## config.mk

```make
export PLATFORM = sky130hd
export DESIGN_NAME = framebuffer_arbiter_flat
export DESIGN_NICKNAME = d
export VERILOG_FILES = /design/src/rtl/framebuffer_arbiter_if.sv /design/src/rtl/framebuffer_arbiter.sv /design/src/flat_wrapper.sv
export SDC_FILE = /design/constraint.sdc
export NUM_CORES = 1
export LEC_CHECK = 0
export ABC_CLOCK_PERIOD_IN_PS = 5800
export CORE_ASPECT_RATIO = 1.2
export CORE_MARGIN = 5
export CORE_UTILIZATION = 25
export DETAILED_ROUTE_END_ITERATION = 6
export PLACE_DENSITY = 0.59
export SLEW_MARGIN = 15
export SYNTH_ARGS = -nofsm -noshare
export SYNTH_HDL_FRONTEND = slang
export SYNTH_SLANG_ARGS = --single-unit
export TNS_END_PERCENT = 50
```

## constraint.sdc

```tcl
create_clock -name clk -period 5.8 [get_ports clk]
set_clock_uncertainty 0.1 [all_clocks]
set_input_delay 1.16 -clock clk [delete_from_list [all_inputs] [get_ports clk]]
set_output_delay 1.16 -clock clk [all_outputs]
set_load 0.01 [all_outputs]
```

## src/rtl/framebuffer_arbiter_if.sv

```systemverilog
// Bundle of reader, writer, RAM and page-status signals shared by the framebuffer arbiter.
// The master modport is the arbiter; the slave modport is its surroundings (scan, SPI, RAM).
interface framebuffer_arbiter_if #(
  parameter int unsigned BITS_PER_PIXEL = 16,
  parameter int unsigned ADDR_BITS      = 10
);
  logic                      rd_req;
  logic [ADDR_BITS-1:0]      rd_addr;
  logic                      rd_ack;
  logic                      rd_valid;
  logic [BITS_PER_PIXEL-1:0] rd_data;
  logic                      rd_frame_start;

  logic                      wr_req;
  logic [ADDR_BITS-1:0]      wr_addr;
  logic [BITS_PER_PIXEL-1:0] wr_data;
  logic                      wr_ack;
  logic                      wr_frame_done;

  logic [ADDR_BITS:0]        ram_addr;
  logic                      ram_we;
  logic [BITS_PER_PIXEL-1:0] ram_wdata;
  logic [BITS_PER_PIXEL-1:0] ram_rdata;

  logic                      display_page;
  logic                      swap_pending;
  logic                      frame_overrun;

  modport master (
    input  rd_req, rd_addr, rd_frame_start,
    input  wr_req, wr_addr, wr_data, wr_frame_done,
    input  ram_rdata,
    output rd_ack, rd_valid, rd_data,
    output wr_ack,
    output ram_addr, ram_we, ram_wdata,
    output display_page, swap_pending, frame_overrun
  );

  modport slave (
    output rd_req, rd_addr, rd_frame_start,
    output wr_req, wr_addr, wr_data, wr_frame_done,
    output ram_rdata,
    input  rd_ack, rd_valid, rd_data,
    input  wr_ack,
    input  ram_addr, ram_we, ram_wdata,
    input  display_page, swap_pending, frame_overrun
  );
endinterface

```

## src/rtl/framebuffer_arbiter.sv

```systemverilog
// Shares one single-port pixel RAM between the scan reader and the pixel writer, and owns
// the front/back page bit, flipping it only at display frame boundaries.
module framebuffer_arbiter #(
  parameter int unsigned BITS_PER_PIXEL = 16,
  parameter int unsigned ADDR_BITS      = 10,
  parameter int unsigned STARVE_LIMIT   = 4
) (
  input logic                   clk,
  input logic                   reset,
  framebuffer_arbiter_if.master bus
);

  localparam int unsigned CntW = $clog2(STARVE_LIMIT + 1);
  localparam logic [CntW-1:0] CntMax = CntW'(STARVE_LIMIT);

  typedef enum logic [0:0] {
    StShowing,
    StPending
  } page_state_e;

  page_state_e               state_q;
  logic                      display_page_q;
  logic                      rd_valid_q;
  logic                      frame_overrun_q;
  logic [CntW-1:0]           starve_cnt_q;
  logic [ADDR_BITS:0]        last_addr_q;
  logic [BITS_PER_PIXEL-1:0] last_wdata_q;

  logic                      writer_due;
  logic                      grant_rd;
  logic                      grant_wr;
  logic [ADDR_BITS:0]        ram_addr_d;
  logic [BITS_PER_PIXEL-1:0] ram_wdata_d;

  // Reader wins unless the writer has been refused STARVE_LIMIT times in a row.
  always_comb begin
    writer_due = (starve_cnt_q == CntMax);
    grant_rd   = 1'b0;
    grant_wr   = 1'b0;
    if (!reset) begin
      grant_wr = bus.wr_req && (!bus.rd_req || writer_due);
      grant_rd = bus.rd_req && !grant_wr;
    end
  end

  // Idle cycles keep the RAM address/data lines parked on their previous values.
  always_comb begin
    ram_addr_d  = last_addr_q;
    ram_wdata_d = last_wdata_q;
    if (reset) begin
      ram_addr_d  = '0;
      ram_wdata_d = '0;
    end else if (grant_rd) begin
      ram_addr_d  = {display_page_q, bus.rd_addr};
    end else if (grant_wr) begin
      ram_addr_d  = {~display_page_q, bus.wr_addr};
      ram_wdata_d = bus.wr_data;
    end
  end

  assign bus.rd_ack        = grant_rd;
  assign bus.wr_ack        = grant_wr;
  assign bus.ram_we        = grant_wr;
  assign bus.ram_addr      = ram_addr_d;
  assign bus.ram_wdata     = ram_wdata_d;
  assign bus.rd_valid      = rd_valid_q;
  assign bus.rd_data       = bus.ram_rdata;
  assign bus.display_page  = display_page_q;
  assign bus.swap_pending  = (state_q == StPending);
  assign bus.frame_overrun = frame_overrun_q;

  always_ff @(posedge clk) begin
    if (reset) begin
      state_q         <= StShowing;
      display_page_q  <= 1'b0;
      rd_valid_q      <= 1'b0;
      frame_overrun_q <= 1'b0;
      starve_cnt_q    <= '0;
      last_addr_q     <= '0;
      last_wdata_q    <= '0;
    end else begin
      rd_valid_q      <= grant_rd;
      frame_overrun_q <= 1'b0;
      last_addr_q     <= ram_addr_d;
      last_wdata_q    <= ram_wdata_d;

      if (bus.wr_req && !grant_wr) begin
        if (!writer_due) begin
          starve_cnt_q <= starve_cnt_q + 1'b1;
        end
      end else begin
        starve_cnt_q <= '0;
      end

      unique case (state_q)
        StShowing: begin
          if (bus.wr_frame_done && bus.rd_frame_start) begin
            display_page_q <= ~display_page_q;
          end else if (bus.wr_frame_done) begin
            state_q <= StPending;
          end
        end
        StPending: begin
          if (bus.rd_frame_start) begin
            // A frame finishing on the flip edge becomes the next pending frame.
            display_page_q <= ~display_page_q;
            state_q        <= bus.wr_frame_done ? StPending : StShowing;
          end else if (bus.wr_frame_done) begin
            frame_overrun_q <= 1'b1;
          end
        end
        default: state_q <= StShowing;
      endcase
    end
  end

endmodule

```

## src/flat_wrapper.sv

```systemverilog
// flat-port wrapper written by rule: the top's interface ports become plain ports
module framebuffer_arbiter_flat 
#(
  parameter int unsigned BITS_PER_PIXEL = 16,
  parameter int unsigned ADDR_BITS      = 10,
  parameter int unsigned STARVE_LIMIT   = 4
)
  (clk, reset, bus_rd_req, bus_rd_addr, bus_rd_frame_start, bus_wr_req, bus_wr_addr, bus_wr_data, bus_wr_frame_done, bus_ram_rdata, bus_rd_ack, bus_rd_valid, bus_rd_data, bus_wr_ack, bus_ram_addr, bus_ram_we, bus_ram_wdata, bus_display_page, bus_swap_pending, bus_frame_overrun);
  framebuffer_arbiter_if #(.BITS_PER_PIXEL(BITS_PER_PIXEL), .ADDR_BITS(ADDR_BITS)) bus_i ();
  input logic clk;
  input logic reset;
  input wire logic [$bits(bus_i.rd_req)-1:0] bus_rd_req;
  input wire logic [$bits(bus_i.rd_addr)-1:0] bus_rd_addr;
  input wire logic [$bits(bus_i.rd_frame_start)-1:0] bus_rd_frame_start;
  input wire logic [$bits(bus_i.wr_req)-1:0] bus_wr_req;
  input wire logic [$bits(bus_i.wr_addr)-1:0] bus_wr_addr;
  input wire logic [$bits(bus_i.wr_data)-1:0] bus_wr_data;
  input wire logic [$bits(bus_i.wr_frame_done)-1:0] bus_wr_frame_done;
  input wire logic [$bits(bus_i.ram_rdata)-1:0] bus_ram_rdata;
  output wire logic [$bits(bus_i.rd_ack)-1:0] bus_rd_ack;
  output wire logic [$bits(bus_i.rd_valid)-1:0] bus_rd_valid;
  output wire logic [$bits(bus_i.rd_data)-1:0] bus_rd_data;
  output wire logic [$bits(bus_i.wr_ack)-1:0] bus_wr_ack;
  output wire logic [$bits(bus_i.ram_addr)-1:0] bus_ram_addr;
  output wire logic [$bits(bus_i.ram_we)-1:0] bus_ram_we;
  output wire logic [$bits(bus_i.ram_wdata)-1:0] bus_ram_wdata;
  output wire logic [$bits(bus_i.display_page)-1:0] bus_display_page;
  output wire logic [$bits(bus_i.swap_pending)-1:0] bus_swap_pending;
  output wire logic [$bits(bus_i.frame_overrun)-1:0] bus_frame_overrun;
  assign bus_i.rd_req = bus_rd_req;
  assign bus_i.rd_addr = bus_rd_addr;
  assign bus_i.rd_frame_start = bus_rd_frame_start;
  assign bus_i.wr_req = bus_wr_req;
  assign bus_i.wr_addr = bus_wr_addr;
  assign bus_i.wr_data = bus_wr_data;
  assign bus_i.wr_frame_done = bus_wr_frame_done;
  assign bus_i.ram_rdata = bus_ram_rdata;
  assign bus_rd_ack = bus_i.rd_ack;
  assign bus_rd_valid = bus_i.rd_valid;
  assign bus_rd_data = bus_i.rd_data;
  assign bus_wr_ack = bus_i.wr_ack;
  assign bus_ram_addr = bus_i.ram_addr;
  assign bus_ram_we = bus_i.ram_we;
  assign bus_ram_wdata = bus_i.ram_wdata;
  assign bus_display_page = bus_i.display_page;
  assign bus_swap_pending = bus_i.swap_pending;
  assign bus_frame_overrun = bus_i.frame_overrun;
  framebuffer_arbiter #(.BITS_PER_PIXEL(BITS_PER_PIXEL), .ADDR_BITS(ADDR_BITS), .STARVE_LIMIT(STARVE_LIMIT)) u_core (.clk(clk), .reset(reset), .bus(bus_i));
endmodule
```

After elaboration in Yosys (flattened, before gate mapping)
Index checks and enable logic that the tools add are counted.
{"block": "word_totals", "out_inout_bits": 50, "inputBits": 58, "memories": 0, "latch_bits": 0, "elab_cells": 40, "ff_bits": 34, "romBits": 0, "ram_bits": 0}
{"block": "classes", "n_div": 0, "n_reduce_logical": 11, "n_lt_le_gt_ge": 0, "shifts": 0, "addsub": 1, "bitwise": 3, "n_mux": 15, "n_eq_ne": 3, "n_mul": 0}
{"cell": "$mux W16", "n": 3}
{"cell": "$mux W11", "n": 3}
{"cell": "$mux W1", "n": 7}
{"cell": "$logic_and A1 B1 Y1", "n": 4}
{"cell": "$pmux W1 S2", "n": 2}
{"cell": "$add A3 B1 Y3 const B", "n": 1}
{"cell": "$eq A3 B3 Y1 const B", "n": 1}
{"cell": "$logic_not A1 Y1", "n": 3}
{"cell": "$not A1 Y1", "n": 3}
{"cell": "$reduce_or A3 Y1", "n": 1}
{"cell": "$ne A2 B1 Y1 const B", "n": 1}
{"cell": "$ne A2 B2 Y1 const B", "n": 1}
{"cell": "$reduce_and A2 Y1", "n": 1}
{"cell": "$reduce_or A2 Y1", "n": 1}
{"cell": "$logic_or A1 B1 Y1", "n": 1}

Longest topological paths before layout
{"block": "depth", "word_depth": 8, "depth_mapped": 8, "depth_no_buf": 5}

Worst setup path before layout
Ideal clock, no wire load.
{"block": "synth_path", "path_kind": "input to output", "start": "input bus_rd_req", "end": "output bus_ram_addr[4]", "setup_slack_ns": 2.346, "path_stages": 6, "arrival_ns": 2.194, "path_buffers": 3, "t_required_ns": 4.540, "cell_sequence": "buf_6 -> a21bo_1 -> buf_6 -> buf_12 -> a32oi_1 -> a221oi_1"}
{"block": "synth_via", "elab_chain_cells": 8}
{"element": "start, declared", "line_no": "flat_wrapper.sv:12", "source": "input wire logic [$bits(bus_i.rd_req)-1:0] bus_rd_req;"}
{"element": "$logic_not A1 Y1", "line_no": "framebuffer_arbiter.sv:41", "source": "grant_wr = bus.wr_req && (!bus.rd_req || writer_due);"}
{"element": "$logic_or A1 B1 Y1", "line_no": "framebuffer_arbiter.sv:41"}
{"element": "$logic_and A1 B1 Y1", "line_no": "framebuffer_arbiter.sv:41"}
{"element": "$logic_not A1 Y1", "line_no": "framebuffer_arbiter.sv:42", "source": "grant_rd = bus.rd_req && !grant_wr;"}
{"element": "$logic_and A1 B1 Y1", "line_no": "framebuffer_arbiter.sv:42"}
{"element": "$mux W1", "line_no": "framebuffer_arbiter.sv:40", "source": "if (!reset) begin"}
{"element": "$mux W11 (*)", "line_no": "framebuffer_arbiter.sv:53", "source": "end else if (grant_rd) begin"}
{"element": "$mux W11 (*)", "line_no": "framebuffer_arbiter.sv:50", "source": "if (reset) begin"}
{"element": "end, declared", "line_no": "flat_wrapper.sv:24", "source": "output wire logic [$bits(bus_i.ram_addr)-1:0] bus_ram_addr;"}
Mark *: on every way between the ends. The rest lies on a longest branch, timed or not.

Worst setup path in the final report
{"block": "layout_path", "start": "input bus_rd_req", "end": "output bus_ram_addr[0]"}
Same word-level chain as after synthesis.

==> reports/qor.yml <==
status: "completed"
grt_pass1_vias: 1830
dp_slack_ps: 924
post_cts_buffers: 0
h-tree-depth: 2
crit_family: "buffers and inverters"
synth_area_leaders: "dfxtp_1 37%, a221oi_1 9.4%, a21oi_1 8.9%"
period_minus_slack_ps: 4840
cts_buffers: 5
place.gp.congestion: 0.693
yosys_warnings: 0
slowest_stage: "clkdlybuf4s50_1"
die_x_um: 88.8
max_clock_freq_mhz: 207
ys_top_cells_by_count: "34 x dfxtp_1, 33 x a21oi_1, 28 x o21ai_0"
dr.first_iter.drc_count: 87
min_from: "u_core.starve_cnt_q[0]"
synth-edff-count: 0
required_ps: 4540
power.total_uw: 552
synth_top_area_share_pct: 36.5
start_util_pct: 25.6
rsz0062_at_grt: "no"
crit_top_cell: "clkdlybuf4s50_1"
clockBufferDepth: 2
ant_nets: 0
min_to: "u_core.starve_cnt_q[0]"
synth.largest_area_cell: "dfxtp_1"
cts.sinks: 34
final-max-slew-violation-count: 0
worstSetupStartpoint: "bus_rd_req"
grtUsageTotal_pct: 11.2
vdd_drop_max_v: 0.000108
drive_gt1_share_pct: 5.95
hold_class: "reg -> reg"
seq_area_frac_synth_pct: 36.5
fp-row-count: 34
grt_max_degree: 35
cts_hold_buf: 0
max_stage_delay_ps: 600
endpoint_kind: "output port"
post_drt_wl_per_cell_um: 14.5
worstRegToRegCells: 5
cts-root-buf: "clkbuf_8"
grt_pass1_wl_um: 8400
hold_viol: 0
clk_latency_ps: 280
cts_tree: "done"
ios: 108
p_leak_uw: 0.000924
fin_cells: 359
via_count: 1787
synth_nets: 280
vias_per_cell: 4.98
power_density_mw_per_mm2: 215
cts.clk_slew.worst_paths_ps: 70
fp.dieH_um: 105
syn-instance-count: 220
setup_viol: 0
route.detailed.drc: 0
cp_data_arrival_time_ps: 3580
avgSynthCellArea_um2: 8.47
syn_area_mm2: 0.00186
ys_seq_elements: 34
dpl.hpwl_um: 3680
final.setup.tns_ps: 0
fin_crit_sh_pct: 83.4
tightest_slew_ps: 888
reg2reg_to: "u_core.last_addr_q[4]"
place_inst: 351
utilization_pct: 35.2
ys_async_sr_fraction_pct: 0
maxSlewHeadroom_pct: 40.8
die_area_mm2: 0.00929
syn_to_final_growth_pct: 37.4
cp_max_fo: 28
crit_type: "in -> out"
grt_overflow: 0
routed_wl_um: 5210
start_kind: "primary input"
ff2ff_setup_slack_ps: 3620
port_buffers: 75
nNetsFinal: 328
diodes: 0
worst-path-buf-inv: 3
fin_ws_ps: 964
antenna_found_initial: 0
synth_cell_type_count: 30
maxCapViolCount: 0
path_cells: "clkdlybuf4s50_1 -> buf_4 -> a21boi_4 -> o21ai_0 -> a221oi_1 -> clkdlybuf4s50_1"
drtPass1Iterations: 4
synth_most_common_cell: "dfxtp_1"
ctsResizeCount: 0
synthFlopType: "dfxtp_1"
worstHoldPathCells: 1
coreArea_mm2: 0.00727
reg2reg_from: "u_core.starve_cnt_q[0]"
per-stage QoR:
stage	hold slack, ps	instance area [um^2]
2_1_floorplan	328	1860
3_3_place_gp	349	2470
3_5_place_dp	348	2470
4_1_cts	364	2560
5_1_grt	387	2560
6_report	359	2560
how the worst max path moves through the flow:
| stage | to | cells after the start |
|---|---|---|
| 2_1_floorplan | bus_ram_addr[4] | 6 |
| 3_3_place_gp | bus_ram_addr[2] | 6 |
| 3_5_place_dp | bus_ram_addr[2] | 6 |
| 4_1_cts | bus_ram_addr[2] | 6 |
| 5_1_grt | bus_ram_addr[1] | 6 |
| 6_report | bus_ram_addr[0] | 6 |
logic make-up after synthesis:
| group | synth area share, % |
|---|---|
| buffers and inverters | 18.1 |
| adder cells (fa/ha/maj) | 1.34 |
| XOR/XNOR | 0.470 |
| AND/OR/NAND/NOR | 9.60 |
| multiplexers | 0.537 |
| AO/OA/AOI/OAI | 33.4 |
| flip-flops | 36.5 |
layout by cell type, fill, tap and decap left out, drive strengths merged, types with 2 or more instances in the layout:
master and instances:
a21oi 33, a221oi 20, a32oi 10, and3 3, buf 5, clkbuf 7
clkdlybuf4s50 74, dfxtp 34, ha 2, inv 15, nand2 2, nand3 17
nor2 5, o21ai 28, o41ai 2
layout make-up:
class                           instances  area (um^2)
Clock buffer                            7         86.3
Timing Repair Buffer                   79          776
Clock inverter                          1         5.00
Tap cell                               90          113
Fill cell                             764         4710
Multi-Input combinational cell        133          846
Inverter                               15         56.3
Sequential cell                        34          681
where the power goes:
part	switching, uW	total, uW	internal, uW	leakage (uW)
registers	3.90	250	246	0.000280
clock network	83.5	179	95.8	0.0000482
logic	56.9	122	65.4	0.000596
total	144	552	407	0.000924
registers in the layout, summed over array words and instances, names as in the netlist:
name / cells
u_core.bus.swap_pending: 1
u_core.bus.frame_overrun: 1
u_core.bus.display_page: 1
u_core.last_wdata_q: 16
u_core.starve_cnt_q: 3
u_core.bus.rd_valid: 1
u_core.last_addr_q: 11
metal layers:
| metal | up-vias | global-route usage [%] | wire [um] |
|---|---|---|---|
| li1 | 894 | - | - |
| met1 | 826 | 13.5 | 2210 |
| met2 | 63 | 19.2 | 2600 |
| met3 | 4 | 2.76 | 365 |
| met4 | 0 | 3.89 | 31 |
| met5 | - | 0 | 0 |
worst reg2reg max path, stage by stage, from the launching register on:
cell,delay (ps)
dfxtp_1,330
inv_1,60
ha_1,280
a21bo_1,740
a32oi_1,280
a221oi_1,310
(Power assumes the default switching activity.)
